## config.mk

```make
export PLATFORM = sky130hd
export DESIGN_NAME = pixel_plot_arbiter
export DESIGN_NICKNAME = d
export VERILOG_FILES = /design/src/rtl/pianissimo_vga_pkg.sv /design/src/rtl/rr_priority_picker.sv /design/src/rtl/pixel_plot_arbiter.sv
export SDC_FILE = /design/constraint.sdc
export NUM_CORES = 1
export LEC_CHECK = 0
export CORE_ASPECT_RATIO = 1.2
export CORE_MARGIN = 4
export CORE_UTILIZATION = 38
export CTS_BUF_LIST = sky130_fd_sc_hd__clkbuf_8 sky130_fd_sc_hd__clkbuf_16
export DETAILED_ROUTE_END_ITERATION = 10
export PLACE_DENSITY = 0.81
export SYNTH_ARGS = -nofsm -noshare
export SYNTH_HDL_FRONTEND = slang
export SYNTH_SLANG_ARGS = --single-unit
```

## constraint.sdc

```tcl
create_clock -name CLOCK_50 -period 2.9 [get_ports CLOCK_50]
set_input_delay 0.435 -clock CLOCK_50 [delete_from_list [all_inputs] [get_ports CLOCK_50]]
set_output_delay 0.435 -clock CLOCK_50 [all_outputs]
set_load 0.05 [all_outputs]
```

## src/rtl/pianissimo_vga_pkg.sv

```systemverilog
// Shared definitions for the VGA pixel-write path: screen geometry, arbiter
// state encoding, requester indices and a small wrap-around helper.
package pianissimo_vga_pkg;

  localparam int SCREEN_W = 160;
  localparam int SCREEN_H = 120;

  // Width of grant_id / rr_ptr; covers up to 8 requesters.
  localparam int GRANT_W = 3;

  localparam int REQ_STARTSCREEN = 0;
  localparam int REQ_RESETSCREEN = 1;
  localparam int REQ_MAINSTATE   = 2;

  typedef enum logic {
    ARB_IDLE   = 1'b0,
    ARB_LOCKED = 1'b1
  } arb_state_e;

  // (idx + 1) mod n, for idx already in 0..n-1.
  function automatic logic [GRANT_W-1:0] wrap_inc(input logic [GRANT_W-1:0] idx,
                                                  input int n);
    if (int'(idx) >= n - 1) return '0;
    else                    return idx + 1'b1;
  endfunction

endpackage

```

## src/rtl/rr_priority_picker.sv

```systemverilog
// Combinational round-robin search: returns the first asserted valid bit found
// scanning upward from ptr_i, wrapping modulo NUM_REQ.
//   valid_i  per-requester valid
//   ptr_i    scan start index (0..NUM_REQ-1)
//   idx_o    index of the selected requester (0 when none found)
//   found_o  high when any valid bit is set
module rr_priority_picker
  import pianissimo_vga_pkg::*;
#(
  parameter int NUM_REQ = 3
) (
  input  logic [NUM_REQ-1:0] valid_i,
  input  logic [GRANT_W-1:0] ptr_i,
  output logic [GRANT_W-1:0] idx_o,
  output logic               found_o
);

  // Offsets are walked from the farthest to the nearest, so the last hit
  // written (smallest offset from ptr_i) is the one that wins.
  always_comb begin
    idx_o   = '0;
    found_o = 1'b0;
    for (int i = NUM_REQ - 1; i >= 0; i--) begin
      for (int j = 0; j < NUM_REQ; j++) begin
        if (valid_i[j] &&
            (j == ((int'(ptr_i) + i >= NUM_REQ) ? int'(ptr_i) + i - NUM_REQ
                                                : int'(ptr_i) + i))) begin
          idx_o   = GRANT_W'(j);
          found_o = 1'b1;
        end
      end
    end
  end

endmodule

```

## src/rtl/pixel_plot_arbiter.sv

```systemverilog
// Round-robin arbiter sharing the VGA adapter pixel-write port between the
// drawing engines. One engine is granted per burst; its beats are registered
// onto VGA_X/VGA_Y/VGA_COLOR/plot with one cycle of latency.
//   CLOCK_50, resetn        clock, async active-low reset
//   req_valid/req_last      per-engine beat valid and end-of-burst flag
//   req_x/req_y/req_color   packed per-engine beat data (engine i at [i*W +: W])
//   req_ready               per-engine accept, at most one bit high
//   VGA_X/VGA_Y/VGA_COLOR   registered pixel; hold value when plot=0
//   plot                    registered write enable (0 for clipped beats)
//   grant_id, busy          current grantee, high while a grant is held
//   dbg_state, dbg_rr_ptr   FSM state and round-robin pointer for observation
//
// Handshake: a beat transfers on a rising edge where req_valid[i] and
// req_ready[i] are both high. ready depends only on registered state, never
// on valid, and stays high for the whole grant (no backpressure). Engines
// without ready must hold valid and data stable until they are granted.
module pixel_plot_arbiter
  import pianissimo_vga_pkg::*;
#(
  parameter int NUM_REQ = 3,
  parameter int X_W     = 8,
  parameter int Y_W     = 7,
  parameter int COLOR_W = 24,
  parameter int TIMEOUT = 255
) (
  input  logic                       CLOCK_50,
  input  logic                       resetn,
  input  logic [NUM_REQ-1:0]         req_valid,
  input  logic [NUM_REQ-1:0]         req_last,
  input  logic [NUM_REQ*X_W-1:0]     req_x,
  input  logic [NUM_REQ*Y_W-1:0]     req_y,
  input  logic [NUM_REQ*COLOR_W-1:0] req_color,
  output logic [NUM_REQ-1:0]         req_ready,
  output logic [X_W-1:0]             VGA_X,
  output logic [Y_W-1:0]             VGA_Y,
  output logic [COLOR_W-1:0]         VGA_COLOR,
  output logic                       plot,
  output logic [GRANT_W-1:0]         grant_id,
  output logic                       busy,
  output arb_state_e                 dbg_state,
  output logic [GRANT_W-1:0]         dbg_rr_ptr
);

  localparam int CNT_W = $clog2(TIMEOUT + 1);

  arb_state_e         state_q, state_d;
  logic [GRANT_W-1:0] grant_q, grant_d;
  logic [GRANT_W-1:0] ptr_q, ptr_d;
  logic [CNT_W-1:0]   cnt_q, cnt_d;
  logic [CNT_W-1:0]   cnt_inc;

  logic [X_W-1:0]     vga_x_q;
  logic [Y_W-1:0]     vga_y_q;
  logic [COLOR_W-1:0] vga_c_q;
  logic               plot_q;

  logic               g_valid, g_last;
  logic [X_W-1:0]     g_x;
  logic [Y_W-1:0]     g_y;
  logic [COLOR_W-1:0] g_c;
  logic               accept, in_screen;
  logic [GRANT_W-1:0] pick_idx;
  logic               pick_found;

  rr_priority_picker #(.NUM_REQ(NUM_REQ)) u_picker (
    .valid_i (req_valid),
    .ptr_i   (ptr_q),
    .idx_o   (pick_idx),
    .found_o (pick_found)
  );

  // Select the grantee's beat.
  always_comb begin
    g_valid = 1'b0;
    g_last  = 1'b0;
    g_x     = '0;
    g_y     = '0;
    g_c     = '0;
    for (int i = 0; i < NUM_REQ; i++) begin
      if (grant_q == GRANT_W'(i)) begin
        g_valid = req_valid[i];
        g_last  = req_last[i];
        g_x     = req_x[i*X_W +: X_W];
        g_y     = req_y[i*Y_W +: Y_W];
        g_c     = req_color[i*COLOR_W +: COLOR_W];
      end
    end
  end

  always_comb begin
    for (int i = 0; i < NUM_REQ; i++) begin
      req_ready[i] = (state_q == ARB_LOCKED) && (grant_q == GRANT_W'(i));
    end
  end

  assign accept    = (state_q == ARB_LOCKED) && g_valid;
  assign in_screen = (int'(g_x) < SCREEN_W) && (int'(g_y) < SCREEN_H);
  assign cnt_inc   = cnt_q + 1'b1;

  // Release happens on the idle cycle whose incremented count reaches
  // TIMEOUT, so the grant survives exactly TIMEOUT idle cycles.
  always_comb begin
    state_d = state_q;
    grant_d = grant_q;
    ptr_d   = ptr_q;
    cnt_d   = cnt_q;
    unique case (state_q)
      ARB_IDLE: begin
        if (pick_found) begin
          grant_d = pick_idx;
          cnt_d   = '0;
          state_d = ARB_LOCKED;
        end
      end
      ARB_LOCKED: begin
        if (g_valid) begin
          cnt_d = '0;
          if (g_last) begin
            state_d = ARB_IDLE;
            ptr_d   = wrap_inc(grant_q, NUM_REQ);
          end
        end else if (cnt_inc == CNT_W'(TIMEOUT)) begin
          cnt_d   = '0;
          state_d = ARB_IDLE;
          ptr_d   = wrap_inc(grant_q, NUM_REQ);
        end else begin
          cnt_d = cnt_inc;
        end
      end
      default: state_d = ARB_IDLE;
    endcase
  end

  always_ff @(posedge CLOCK_50 or negedge resetn) begin
    if (!resetn) begin
      state_q <= ARB_IDLE;
      grant_q <= '0;
      ptr_q   <= '0;
      cnt_q   <= '0;
    end else begin
      state_q <= state_d;
      grant_q <= grant_d;
      ptr_q   <= ptr_d;
      cnt_q   <= cnt_d;
    end
  end

  // Clipped beats are consumed but leave the pixel registers untouched.
  always_ff @(posedge CLOCK_50 or negedge resetn) begin
    if (!resetn) begin
      vga_x_q <= '0;
      vga_y_q <= '0;
      vga_c_q <= '0;
      plot_q  <= 1'b0;
    end else begin
      plot_q <= accept && in_screen;
      if (accept && in_screen) begin
        vga_x_q <= g_x;
        vga_y_q <= g_y;
        vga_c_q <= g_c;
      end
    end
  end

  assign VGA_X      = vga_x_q;
  assign VGA_Y      = vga_y_q;
  assign VGA_COLOR  = vga_c_q;
  assign plot       = plot_q;
  assign grant_id   = grant_q;
  assign busy       = (state_q == ARB_LOCKED);
  assign dbg_state  = state_q;
  assign dbg_rr_ptr = ptr_q;

endmodule

```

---- After elaboration in Yosys (flattened, before gate mapping) ----
Index checks and enable logic that the tools add are counted.
word-level totals
  latch bits .............................. 0
  memories kept ........................... 0
  output and inout bits ................... 51
  ROM bits ................................ 0
  register bits after elaboration ......... 55
  RAM bits ................................ 0
  logic and storage cells ................. 103
  input port bits ......................... 125
operators by class
  reductions and logical operators ........ 22
  multipliers ............................. 0
  $add $sub $neg .......................... 7
  eq/ne operators ......................... 11
  magnitude comparators ................... 6
  mux-type cells .......................... 48
  shift operators ......................... 0
  div/mod/pow operators ................... 0
  bitwise logic cells ..................... 1
operator list
  operator                 number
  $eq A2 B32 Y1 const A    3
  $eq A3 B32 Y1 const A    3
  $logic_not A32 Y1        3
  $mux W32                 3
  $mux W24                 3
  $ge A32 B3 Y1 const B    2
  $sub A32 B3 Y32 const B  2
  $mux W8                  6
  $mux W7                  3
  $mux W1                  20
  $pmux W8 S2              1
  $logic_and A1 B1 Y1      15
  $mux W2                  7
  $mux W3                  4
  $add A8 B1 Y8 const B    1
  $eq A8 B8 Y1 const B     1
  $lt A8 B8 Y1 const B     1
  $lt A7 B7 Y1 const B     1
  $ge A3 B2 Y1 const B     2
  $add A3 B1 Y4 const B    1
  $add A3 B2 Y4 const B    1
  $sub A3 B2 Y4 const B    1
  $add A3 B1 Y3 const B    1
  $eq A3 B1 Y1 const B     1
  9 further kinds          9

---- Longest topological paths before layout ----
Gate-level depths: netlist of the first run.
  word-level depth ........................ 16
  mapped depth ............................ 13
  gate-level depth less buffers ........... 11

---- By module ----
A second synthesis of the first run with hierarchy kept.
second synthesis, totals
  cells, all modules ...................... 430
  area total of the unflattened synthesis .. 3946.3 um^2
by module, submodules not included
  module              area each (um^2)  sequential area each (um^2)  instances  cells an instance
  pixel_plot_arbiter  3284.4            1376.3                       1          338
  rr_priority_picker  661.9             0.0                          1          92

---- Worst setup path after synthesis of the first run ----
Ideal clock, no wire load.
  kind .................................... register to register
  start ................................... reg ptr_q[0], in the netlist dbg_rr_ptr[0]
  end ..................................... reg cnt_q[5]
  arrival time ............................ 3145 ps
  required time ........................... 2776 ps
  path slack .............................. -369 ps
  library setup time ...................... 124 ps
  buffers on the path ..................... 2
  cell stages (with the launch flop) ...... 14
  clock period less this slack ............ 3269 ps
  cells stage by stage .................... dfrtp_1 > buf_2 > inv_2 > ha_1 > buf_2 > nor2_1 > nor2_1 > ha_1 > o22a_1 > o221a_2 > a2111oi_4 > a2111o_1 > nor3_4 > a211o_1
between the ends
  longest elaborated chain between the ends .. 15
  elaborated cells on any way between the ends .. 39
  those cells by class .................... add/sub (5); order compare (3); eq/ne (7); mux (12); reduce/logical (12)
RTL lines
  item                                              line                                                RTL
  from (decl)                                       pixel_plot_arbiter.sv:48                            logic [GRANT_W-1:0] ptr_q, ptr_d;
  from (signal assigned)                            pixel_plot_arbiter.sv:143                           ptr_q <= ptr_d;
  $add A3 B2 Y4                                     rr_priority_picker.sv:26, rr_priority_picker.sv:27
  $sub A32 B3 Y32 or $ge A32 B3 Y1 (tied branches)  rr_priority_picker.sv:26                            (j == ((int'(ptr_i) + i >= NUM_REQ) ? int'(ptr_i) + i - NUM_REQ
  $mux W32                                          rr_priority_picker.sv:26
  $logic_not A32 Y1                                 rr_priority_picker.sv:26
  $logic_and A1 B1 Y1                               rr_priority_picker.sv:25                            if (valid_i[j] &&
  $mux W1 (8 in series)                             rr_priority_picker.sv:25
  $mux W1 (*)                                       rr_priority_picker.sv:25
  $ne A2 B2 Y1 (no line) (*)                        n/a
  to (signal assigned)                              pixel_plot_arbiter.sv:144                           cnt_q <= cnt_d;
  to (decl)                                         pixel_plot_arbiter.sv:49                            logic [CNT_W-1:0] cnt_q, cnt_d;
Every way passes the cells marked *; elsewhere a longest branch is shown, timed or not.
A chain may end at the register's enable or synchronous reset.

---- Worst setup path in the final report of the first run ----
  start ................................... reg ptr_q[1], in the netlist dbg_rr_ptr[1]
  end ..................................... reg cnt_q[5]
Same word-level chain as after synthesis.

==> reports/qor.yml, run 1 <==
vdd_drop_max_mv: 0.790
switchingPower_mw: 3.23
clkPwrFrac_pct: 9.1
nFillCells: 825
synthTopCellsByCount: "54 x dfrtp_1, 48 x nand2_1, 44 x mux2i_1"
tightest_slew_ns: 0.695
grt_usage_pct: 20.0
fmax_ghz: 0.355
clkTransAtPathRegs_ns: 0.07
dp_hpwl_mm: 9.60
antenna_found_initial: 0
start_util_pct: 39.0
status: "finished, final reports clean"
yosysTopAreaCell: "dfrtp_1"
yosys_warnings: 0
yosysSeqAreaShare_pct: 36.3
setup_viol: 0
hold_violations: 0
multiInputGateArea_sq_um: 2310
synth_xor_area_share_pct: 0.705
cp.arrival_ns: 3.00
grt_pass1_wl_mm: 18.6
synth_top_area_share_pct: 36.3
total_power_mw: 6.50
slew_violations: 0
hold_ws_ns: 0.188
worstPathMaxFanout: 9
maxCapViolCount: 0
postRouteAntennaNets: 0
synth.most_common_cell: "dfrtp_1"
cts-hold-fix-buffers: 0
clkSinkCount: 54
clk_latency_ns: 0.29
stdcell_count: 698
synth_fa_ha_area_share_pct: 4.36
numCtsBuffers: 5
synthArstFlopShare_pct: 100
reg2reg_depth: 10
ys_seq_elements: 54
core_sq_um: 9560
first_pass_iters: 4
clock-root-buffer: "clkbuf_16"
power_density_nw_per_um2: 1090
skew_ns: 0.00561
drt_iter0_drc: 131
use_met3_pct: 5.08
rows: 39
grt_overflow: 0
muxShareOfSynthArea_pct: 23.6
portBuffers: 174
synth_top_family_by_area: "multiplexers"
p_int_mw: 3.28
worst_setup_path_end_kind: "flop"
hold_class: "in2async"
leakage_nw: 2.38
rsz0062_at_grt: "true"
synth_cell_type_count: 62
synth_area_per_cell_sq_um: 9.61
pwr-share-seq_pct: 20.6
grt_pass1_vias: 3954
wire_per_inst_microns: 16.9
critPathKind: "reg2reg"
drive_gt1_share_pct: 11.7
met1_usage_pct: 21.0
top_usage_layer: "met2"
start_kind: "flop"
grt_max_degree: 35
htree_levels: 2
yosys.area_share.simple_pct: 13.4
cp.required_ns: 3.08
syn_nets: 526
comb_power_share_pct: 70.3
num_vias: 3683
tritoncts: "done"
routed_wl_mm: 11.8
synth_edf_count: 0
period_share_pct: 97.2
final_nets: 712
dieArea_sq_um: 11500
synth_compound_area_share_pct: 17.4
cts_buffer_depth: 2
n_antenna_cell: 0
place_congestion: 0.860
max_slew_margin_pct: 53.7
syn_inst: 388
die_w_microns: 98.4
remaining_drc_errors: 0
grt_use_met2_pct: 39.3
fin_crit_ns: 2.82
synthTopCellsByArea: "dfrtp_1 36%, mux2i_1 12%, mux2_1 11%, o21ai_0 5.1%, nand2_1 4.8%"
ff_latch_area_sq_um: 1360
area_growth_pct: 60.6
swShare_pct: 49.6
ios: 176
placedCellCount: 688
syn_area_sq_um: 3730
fp.dieH_microns: 116
synthFlopType: "dfrtp_1"
viasPerCell: 5.28
## repair_timing
action | in CTS | in global routing
buffers inserted | 0 | 2
gates resized for setup | 0 | 8
endpoints found under the setup margin | 1 | 11
pin swaps | 1 | 5
## registers in the layout, summed over array words and instances (netlist names)
register,cells
VGA_X,8
busy,1
grant_id,2
VGA_Y,7
VGA_COLOR,24
dbg_rr_ptr,3
plot,1
cnt_q,8
## final cells by class
cell class	instances	area share [%]
Clock buffer	5	2.09
Clock inverter	3	0.293
Inverter	9	0.606
Multi-Input combinational cell	300	38.6
Sequential cell	54	22.7
Tap cell	123	2.57
Timing Repair Buffer	204	33.1
## metrics by stage
step | util, % | area, sq um | setup slack, ns | TNS, ns
2_1_floorplan | - | 3780 | 0.00173 | 0
3_3_place_gp | 60.6 | 5790 | 0.0624 | 0
3_5_place_dp | 60.6 | 5790 | 0.00789 | 0
4_1_cts | 62.1 | 5940 | 0.0119 | 0
5_1_grt | 62.6 | 5980 | -0.00206 | -0.00206
6_report | 62.6 | 5980 | 0.0814 | 0
## power groups by stage
| stage | clock, mW | sequential (mW) | combinational (mW) |
|---|---|---|---|
| global route | 0.636 | 1.39 | 4.89 |
| CTS | 0.603 | 1.34 | 4.55 |
| global placement | 0 | 1.33 | 4.47 |
| floorplan | 0 | 2.39 | 1.94 |
| finish | 0.592 | 1.34 | 4.57 |
| detailed placement | 0 | 1.35 | 4.54 |
## cell usage in the layout, fill, tap and decap left out, drive strengths merged, types with 5 or more instances in the layout
cell           instances
a21oi                 14
and3                   5
buf                   35
o21ai                 44
nor3                  10
o22a                   5
clkdlybuf4s50        169
ha                    13
o2bb2ai                5
dfrtp                 54
clkbuf                 5
mux2                  39
inv                   11
nor2                  11
nand3                  8
mux2i                 44
nand2                 48
## layer usage
layer | wire (microns) | vias up
li1 | - | 1775
met1 | 4300 | 1782
met2 | 6520 | 114
met3 | 794 | 12
met4 | 182 | 0
met5 | 0 | -
## worst max-delay path: stages (launching register included)
cell	delay (ns)
dfrtp_4	0.50
ha_4	0.17
inv_2	0.06
ha_4	0.20
or4b_4	0.50
a21bo_4	0.24
a2111oi_4	0.36
a2111o_1	0.19
nor3_4	0.06
buf_12	0.15
a211o_1	0.28
## worst paths after layout
check,from,to,slack (ns)
max,dbg_rr_ptr[1]$_DFFE_PN0P_,cnt_q[5]$_DFFE_PN0P_,0.08
min,resetn,VGA_COLOR[2]$_DFFE_PN0P_,0.19
max reg2reg,dbg_rr_ptr[1]$_DFFE_PN0P_,cnt_q[5]$_DFFE_PN0P_,0.08
min reg2reg,VGA_COLOR[4]$_DFFE_PN0P_,VGA_COLOR[4]$_DFFE_PN0P_,0.49
max in group asynchronous,resetn,VGA_COLOR[15]$_DFFE_PN0P_,2.05
min in group CLOCK_50,VGA_COLOR[4]$_DFFE_PN0P_,VGA_COLOR[4]$_DFFE_PN0P_,0.49
## kinds of logic after synthesis
group,after synthesis
XOR/XNOR,3
adder cells (fa/ha/maj),13
AND/OR/NAND/NOR,102
other,1
AO/OA/AOI/OAI,98
flip-flops,54
buffers and inverters,34
multiplexers,83
Note: power is estimated with default switching activity, not from simulation.
==> inputs of run 2 (changes only) <==
Settings changed: CORE_MARGIN 4 to 5, CTS_CLUSTER_SIZE set to 16, TNS_END_PERCENT set to 100.
==> run 2 against run 1 <==
Against the previous run: wire length increased by 3.4%; clock skew decreased by 0.00065 ns; combinational power increased by 0.9%; highest routed layer unchanged; cell count decreased by 0.29%; first-iteration DRC count increased by 14%; utilization increased by 0.13 points; clock power increased by 1%; worst hold slack got worse by 0.048 ns; non-clock buffer count unchanged; die area increased by 3.8%.
==> reports/qor.yml, run 2 (synthesis results as in run 1) <==
fp.dieH_microns: 118  # was 116 microns
clk_latency_ns: 0.29  # about the same
clkTransAtPathRegs_ns: 0.07  # about the same
final_nets: 712  # unchanged
first_pass_iters: 4  # unchanged
place_congestion: 0.865  # was 0.860
nFillCells: 803  # was 825
power_density_nw_per_um2: 1090  # about the same
status: "finished, final reports clean"  # unchanged
clkSinkCount: 54  # unchanged
cp_top_family: "compound AO/OA/AOI/OAI gates"  # unchanged
maxCapViolCount: 0  # unchanged
htree_levels: 2  # unchanged
cp_slowest_stage_delay_ns: 0.50  # about the same
grt_overflow: 0  # unchanged
hold_class: "in2async"  # unchanged
cts_buffer_depth: 2  # unchanged
path_cells: "ha_4 -> inv_2 -> ha_4 -> or4b_4 -> a21bo_4 -> a2111oi_4 -> a2111o_1 -> nor3_4 -> buf_6 -> a211o_1"  # was ha_4 -> inv_2 -> ha_4 -> or4b_4 -> a21bo_4 -> a2111oi_4 -> a2111o_1 -> nor3_4 -> buf_12 -> a211o_1
drt_iter0_drc: 149  # was 131
remaining_drc_errors: 0  # unchanged
postRouteAntennaNets: 0  # unchanged
rsz0062_at_grt: "false"  # was true
grt_usage_pct: 20.5  # was 20.0%
period_share_pct: 97.0  # was 97.2%
hold_violations: 0  # unchanged
worst_setup_path_end_kind: "flop"  # unchanged
multiInputGateArea_sq_um: 2330  # was 2310 sq um
placedCellCount: 687  # was 688
max_slew_margin_pct: 60.7  # was 53.7%
vdd_drop_max_mv: 0.638  # was 0.790 mV
hold_ws_ns: 0.141  # was 0.188 ns
numCtsBuffers: 5  # unchanged
fin_crit_ns: 2.81  # was 2.82 ns
core_sq_um: 9560  # unchanged
clock-root-buffer: "clkbuf_16"  # unchanged
setup_viol: 0  # unchanged
p_int_mw: 3.32  # was 3.28 mW
worstPathMaxFanout: 4  # was 9
stdcell_count: 696  # was 698
viasPerCell: 5.32  # was 5.28
largest_reg_flops: 24  # unchanged
die_w_microns: 100  # was 98.4 microns
ios: 176  # unchanged
slew_violations: 0  # unchanged
antenna_found_initial: 0  # unchanged
cp.arrival_ns: 2.99  # was 3.00 ns
total_power_mw: 6.56  # was 6.50 mW
start_kind: "flop"  # unchanged
tritoncts: "done"  # unchanged
skew_ns: 0.00497  # was 0.00561 ns
clkPwrFrac_pct: 9.1  # about the same
wire_per_inst_microns: 17.5  # was 16.9 microns
grt_max_degree: 31  # was 35
final_cell_mix: "172 x clkdlybuf4s50_1, 50 x dfrtp_1, 48 x nand2_1"  # was 169 x clkdlybuf4s50_1, 50 x dfrtp_1, 48 x nand2_1
crit_slowest_cell: "dfrtp_4"  # unchanged
critPathKind: "reg2reg"  # unchanged
dieArea_sq_um: 11900  # was 11500 sq um
cp.required_ns: 3.08  # about the same
switchingPower_mw: 3.25  # was 3.23 mW
n_antenna_cell: 0  # unchanged
fmax_ghz: 0.355  # about the same
leakage_nw: 2.36  # was 2.38 nW
grt_pass1_vias: 4020  # was 3954
start_util_pct: 39.0  # unchanged
tightest_slew_ns: 0.590  # was 0.695 ns
swShare_pct: 49.5  # was 49.6%
crit_top_cell: "ha_4"  # unchanged
area_growth_pct: 60.9  # was 60.6%
rows: 39  # unchanged
grt_pass1_wl_mm: 19.6  # was 18.6 mm
pwr-share-seq_pct: 20.7  # was 20.6%
portBuffers: 174  # unchanged
mostFrequentLayoutCell: "clkdlybuf4s50_1"  # unchanged
cp_num_buf_inv: 2  # unchanged
dp_hpwl_mm: 9.78  # was 9.60 mm
setup_tns_ns: 0  # unchanged
drive_gt1_share_pct: 11.3  # was 11.7%
routed_wl_mm: 12.2  # was 11.8 mm
num_vias: 3704  # was 3683
utilization_pct: 62.7  # was 62.6%
comb_power_share_pct: 70.2  # was 70.3%
ff_latch_area_sq_um: 1360  # unchanged
==> run 2: layout make-up <==
class / instances / share of cell area [%]
inverters: 9 / 0.563
well taps: 123 / 2.57
repair buffers: 204 / 33.0
flip-flops and latches: 54 / 22.7
clock buffers: 6 / 2.32
multi-input cells: 300 / 38.9
==> run 2: layer usage <==
metal	track usage [%]	vias up	part of all wire, %
met5	0	-	0
met4	5.98	0	1.9
met3	6.31	18	7.6
met2	37.4	132	54
met1	22.3	1773	36
li1	-	1781	-
==> run 2: per-stage QoR <==
| stage | area (sq um) | worst slack [ns] |
|---|---|---|
| global route | 6000 | 0.00111 |
| global placement | 5780 | 0.0627 |
| floorplan | 3780 | 0.00173 |
| detailed placement | 5780 | 0.00861 |
| CTS | 5920 | 0.00610 |
| finish | 6000 | 0.0861 |
==> run 2: power by group through the flow <==
stage	Clock (mW)	Sequential [mW]	Combinational (mW)
floorplan	0	2.39	1.94
global placement	0	1.36	4.43
detailed placement	0	1.38	4.52
CTS	0.612	1.36	4.54
global route	0.638	1.41	4.91
finish	0.598	1.36	4.61
==> run 2: what timing repair did <==
item,4_1_cts,5_1_grt
buffers inserted,0,3
pin swaps,1,5
setup endpoints to repair,1,11
hold buffers,0,0
resized for setup,1,10
==> run 2: final timing paths <==
| path | from | to | slack [ns] | depth (start not counted) |
|---|---|---|---|---|
| max reg2reg | dbg_rr_ptr[1]$_DFFE_PN0P_ | cnt_q[5]$_DFFE_PN0P_ | 0.09 | 10 |
| min | resetn | cnt_q[3]$_DFFE_PN0P_ | 0.14 | 1 |
| max | dbg_rr_ptr[1]$_DFFE_PN0P_ | cnt_q[5]$_DFFE_PN0P_ | 0.09 | 10 |
| max in group asynchronous | resetn | VGA_Y[6]$_DFFE_PN0P_ | 1.94 | 2 |
| min in group CLOCK_50 | VGA_Y[3]$_DFFE_PN0P_ | VGA_Y[3]$_DFFE_PN0P_ | 0.49 | 1 |
| min reg2reg | VGA_Y[3]$_DFFE_PN0P_ | VGA_Y[3]$_DFFE_PN0P_ | 0.49 | 1 |
==> inputs of run 3 (changes only) <==
Settings changed: CORE_UTILIZATION 38 to 39, CTS_BUF_LIST sky130_fd_sc_hd__clkbuf_8 sky130_fd_sc_hd__clkbuf_16 to sky130_fd_sc_hd__clkbuf_4 sky130_fd_sc_hd__clkbuf_8, MAX_ROUTING_LAYER set to met4, PLACE_DENSITY 0.81 to 0.83.
==> run 3 against run 2 <==
Against the previous run: setup slack worse by 0.034 ns; worst hold slack worse by 0.0038 ns; combinational power down 2%; utilization up 0.071 points; first-iteration DRC count up 15%; clock-buffer cell count unchanged; sequential cell count unchanged; register-to-register slack worse by 0.03 ns; sequential share of layout area up 0.33 points; sequential power about the same; wire length down 5.2%; critical endpoint unchanged; largest power group unchanged.
==> reports/qor.yml, run 3 (synthesis results as in run 1) <==
status: "finished, final reports clean"  # unchanged
mostFrequentLayoutCell: "clkdlybuf4s50_1"  # unchanged
rr_startpoint: "dbg_rr_ptr[1]$_DFFE_PN0P_"  # unchanged
hold_class: "in2async"  # unchanged
total_power_mw: 6.35  # was 6.56 mW
dp_hpwl_mm: 9.33  # was 9.78 mm
slew_violations: 0  # unchanged
cp.depth: 10  # unchanged
numCtsBuffers: 5  # unchanged
fin_crit_ns: 2.85  # was 2.81 ns
setup_viol: 0  # unchanged
worstPathMaxFanout: 6  # was 4
area_growth_pct: 58.6  # was 60.9%
clock-root-buffer: "clkbuf_8"  # was clkbuf_16
final_cell_mix: "171 x clkdlybuf4s50_1, 50 x dfrtp_1, 48 x nand2_1"  # was 172 x clkdlybuf4s50_1, 50 x dfrtp_1, 48 x nand2_1
postRouteAntennaNets: 0  # unchanged
vdd_drop_max_mv: 0.649  # was 0.638 mV
num_vias: 3645  # was 3704
drt_iter0_drc: 172  # was 149
dieArea_sq_um: 11600  # was 11900 sq um
period_share_pct: 98.2  # was 97.0%
final_nets: 705  # was 712
htree_levels: 2  # unchanged
path_cells: "ha_4 -> inv_2 -> ha_4 -> or4b_4 -> a21bo_4 -> a2111oi_4 -> a2111o_1 -> nor3_4 -> buf_6 -> a211o_1"  # unchanged
remaining_drc_errors: 0  # unchanged
tightest_slew_ns: 0.627  # was 0.590 ns
cp_top_family: "compound AO/OA/AOI/OAI gates"  # unchanged
cp.required_ns: 3.09  # was 3.08 ns
ios: 176  # unchanged
core_sq_um: 9420  # was 9560 sq um
cts_buffer_depth: 2  # unchanged
grt_overflow: 0  # unchanged
first_pass_iters: 4  # unchanged
placedCellCount: 680  # was 687
start_kind: "flop"  # unchanged
rsz0062_at_grt: "true"  # was false
max_slew_margin_pct: 58.2  # was 60.7%
maxCapViolCount: 0  # unchanged
clkSinkCount: 54  # unchanged
rrSetupSlack_ns: 0.05  # was 0.09 ns
clkTransAtPathRegs_ns: 0.10  # was 0.07 ns
power_density_nw_per_um2: 1070  # was 1090 nW/um^2
die_w_microns: 99.2  # was 100 microns
fmax_ghz: 0.351  # was 0.355 GHz
fin_area_sq_um: 5910  # was 6000 sq um
clk_latency_ns: 0.31  # was 0.29 ns
place_congestion: 0.891  # was 0.865
tritoncts: "done"  # unchanged
grt_max_degree: 31  # unchanged
viasPerCell: 5.27  # was 5.32
grt_usage_pct: 19.4  # was 20.5%
grt_pass1_vias: 3672  # was 4020
leakage_nw: 2.32  # was 2.36 nW
placed_cell_area_sq_um: 5730  # was 5780 sq um
n_antenna_cell: 0  # unchanged
crit-reg2reg-capture: "cnt_q[5]$_DFFE_PN0P_"  # unchanged
wire_per_inst_microns: 16.7  # was 17.5 microns
drive_gt1_share_pct: 10.4  # was 11.3%
stdcell_count: 691  # was 696
crit_top_cell: "ha_4"  # unchanged
portBuffers: 174  # unchanged
hold_violations: 0  # unchanged
cp.arrival_ns: 3.04  # was 2.99 ns
crit_slowest_cell: "or4b_4"  # was dfrtp_4
reg2reg_depth: 10  # unchanged
antenna_found_initial: 0  # unchanged
worst_setup_path_end_kind: "flop"  # unchanged
cp_num_buf_inv: 2  # unchanged
grt_pass1_wl_mm: 17.5  # was 19.6 mm
start_util_pct: 39.6  # was 39.0%
critPathKind: "reg2reg"  # unchanged
routed_wl_mm: 11.6  # was 12.2 mm
fp.dieH_microns: 117  # was 118 microns
skew_ns: 0.0114  # was 0.00497 ns
cp_slowest_stage_delay_ns: 0.52  # was 0.50 ns
largest_reg_flops: 24  # unchanged
rows: 39  # unchanged
[run 3: per-stage QoR]
step           setup WS [ns]  TNS, ns  hold WS (ns)  utilization (%)
3_3_place_gp          0.0751        0         0.468             60.8
2_1_floorplan        0.00173        0         0.139                -
3_5_place_dp          0.0360        0         0.474             60.8
6_report              0.0523        0         0.137             62.8
5_1_grt              -0.0339  -0.0339         0.173             62.8
4_1_cts               0.0164        0         0.145             62.0
[run 3: final cells by class]
cell class / count / area, sq um
Clock inverter: 2 / 37.5
Tap cell: 123 / 154
Timing Repair Buffer: 197 / 1930
Multi-Input combinational cell: 300 / 2320
Inverter: 9 / 33.8
Sequential cell: 54 / 1360
Fill cell: 775 / 3510
Clock buffer: 6 / 76.3
[run 3: worst max path at each step]
stage / from / endpoint
floorplan: dbg_rr_ptr[0]$_DFFE_PN0P_ / cnt_q[5]$_DFFE_PN0P_
global placement: dbg_rr_ptr[1]$_DFFE_PN0P_ / cnt_q[5]$_DFFE_PN0P_
detailed placement: dbg_rr_ptr[1]$_DFFE_PN0P_ / cnt_q[6]$_DFFE_PN0P_
CTS: dbg_rr_ptr[1]$_DFFE_PN0P_ / cnt_q[1]$_DFFE_PN0P_
global route: dbg_rr_ptr[1]$_DFFE_PN0P_ / cnt_q[5]$_DFFE_PN0P_
finish: dbg_rr_ptr[1]$_DFFE_PN0P_ / cnt_q[5]$_DFFE_PN0P_
[run 3: worst reg2reg max path: cells and delay by family, from the launching register on]
family / cells / cell delay [ns]
flip-flops: 1 / 0.50
adder cells (fa/ha/maj): 2 / 0.39
AO/OA/AOI/OAI: 4 / 1.05
AND/OR/NAND/NOR: 2 / 0.59
buffers and inverters: 2 / 0.20
[run 3: repair_timing]
| action | CTS | global route |
|---|---|---|
| gates resized for setup | 0 | 11 |
| buffers inserted | 0 | 4 |
| hold buffers | 0 | 0 |
| setup endpoints to repair | 0 | 11 |
[run 3: where the power goes]
group | switching [mW] | leakage (nW) | internal, mW
registers | 0.234 | 0.659 | 1.10
clock network | 0.249 | 0.0548 | 0.267
logic | 2.70 | 1.61 | 1.81
total | 3.18 | 2.32 | 3.18
[run 3: metal layers]
layer  global-route usage (%)  vias up  wire length (microns)
met2                     34.7      122                   6190
met1                     21.5     1749                   4420
li1                         -     1764                      -
met4                     3.55        0                     95
met3                     6.28       10                    854
met5                        -        -                      0
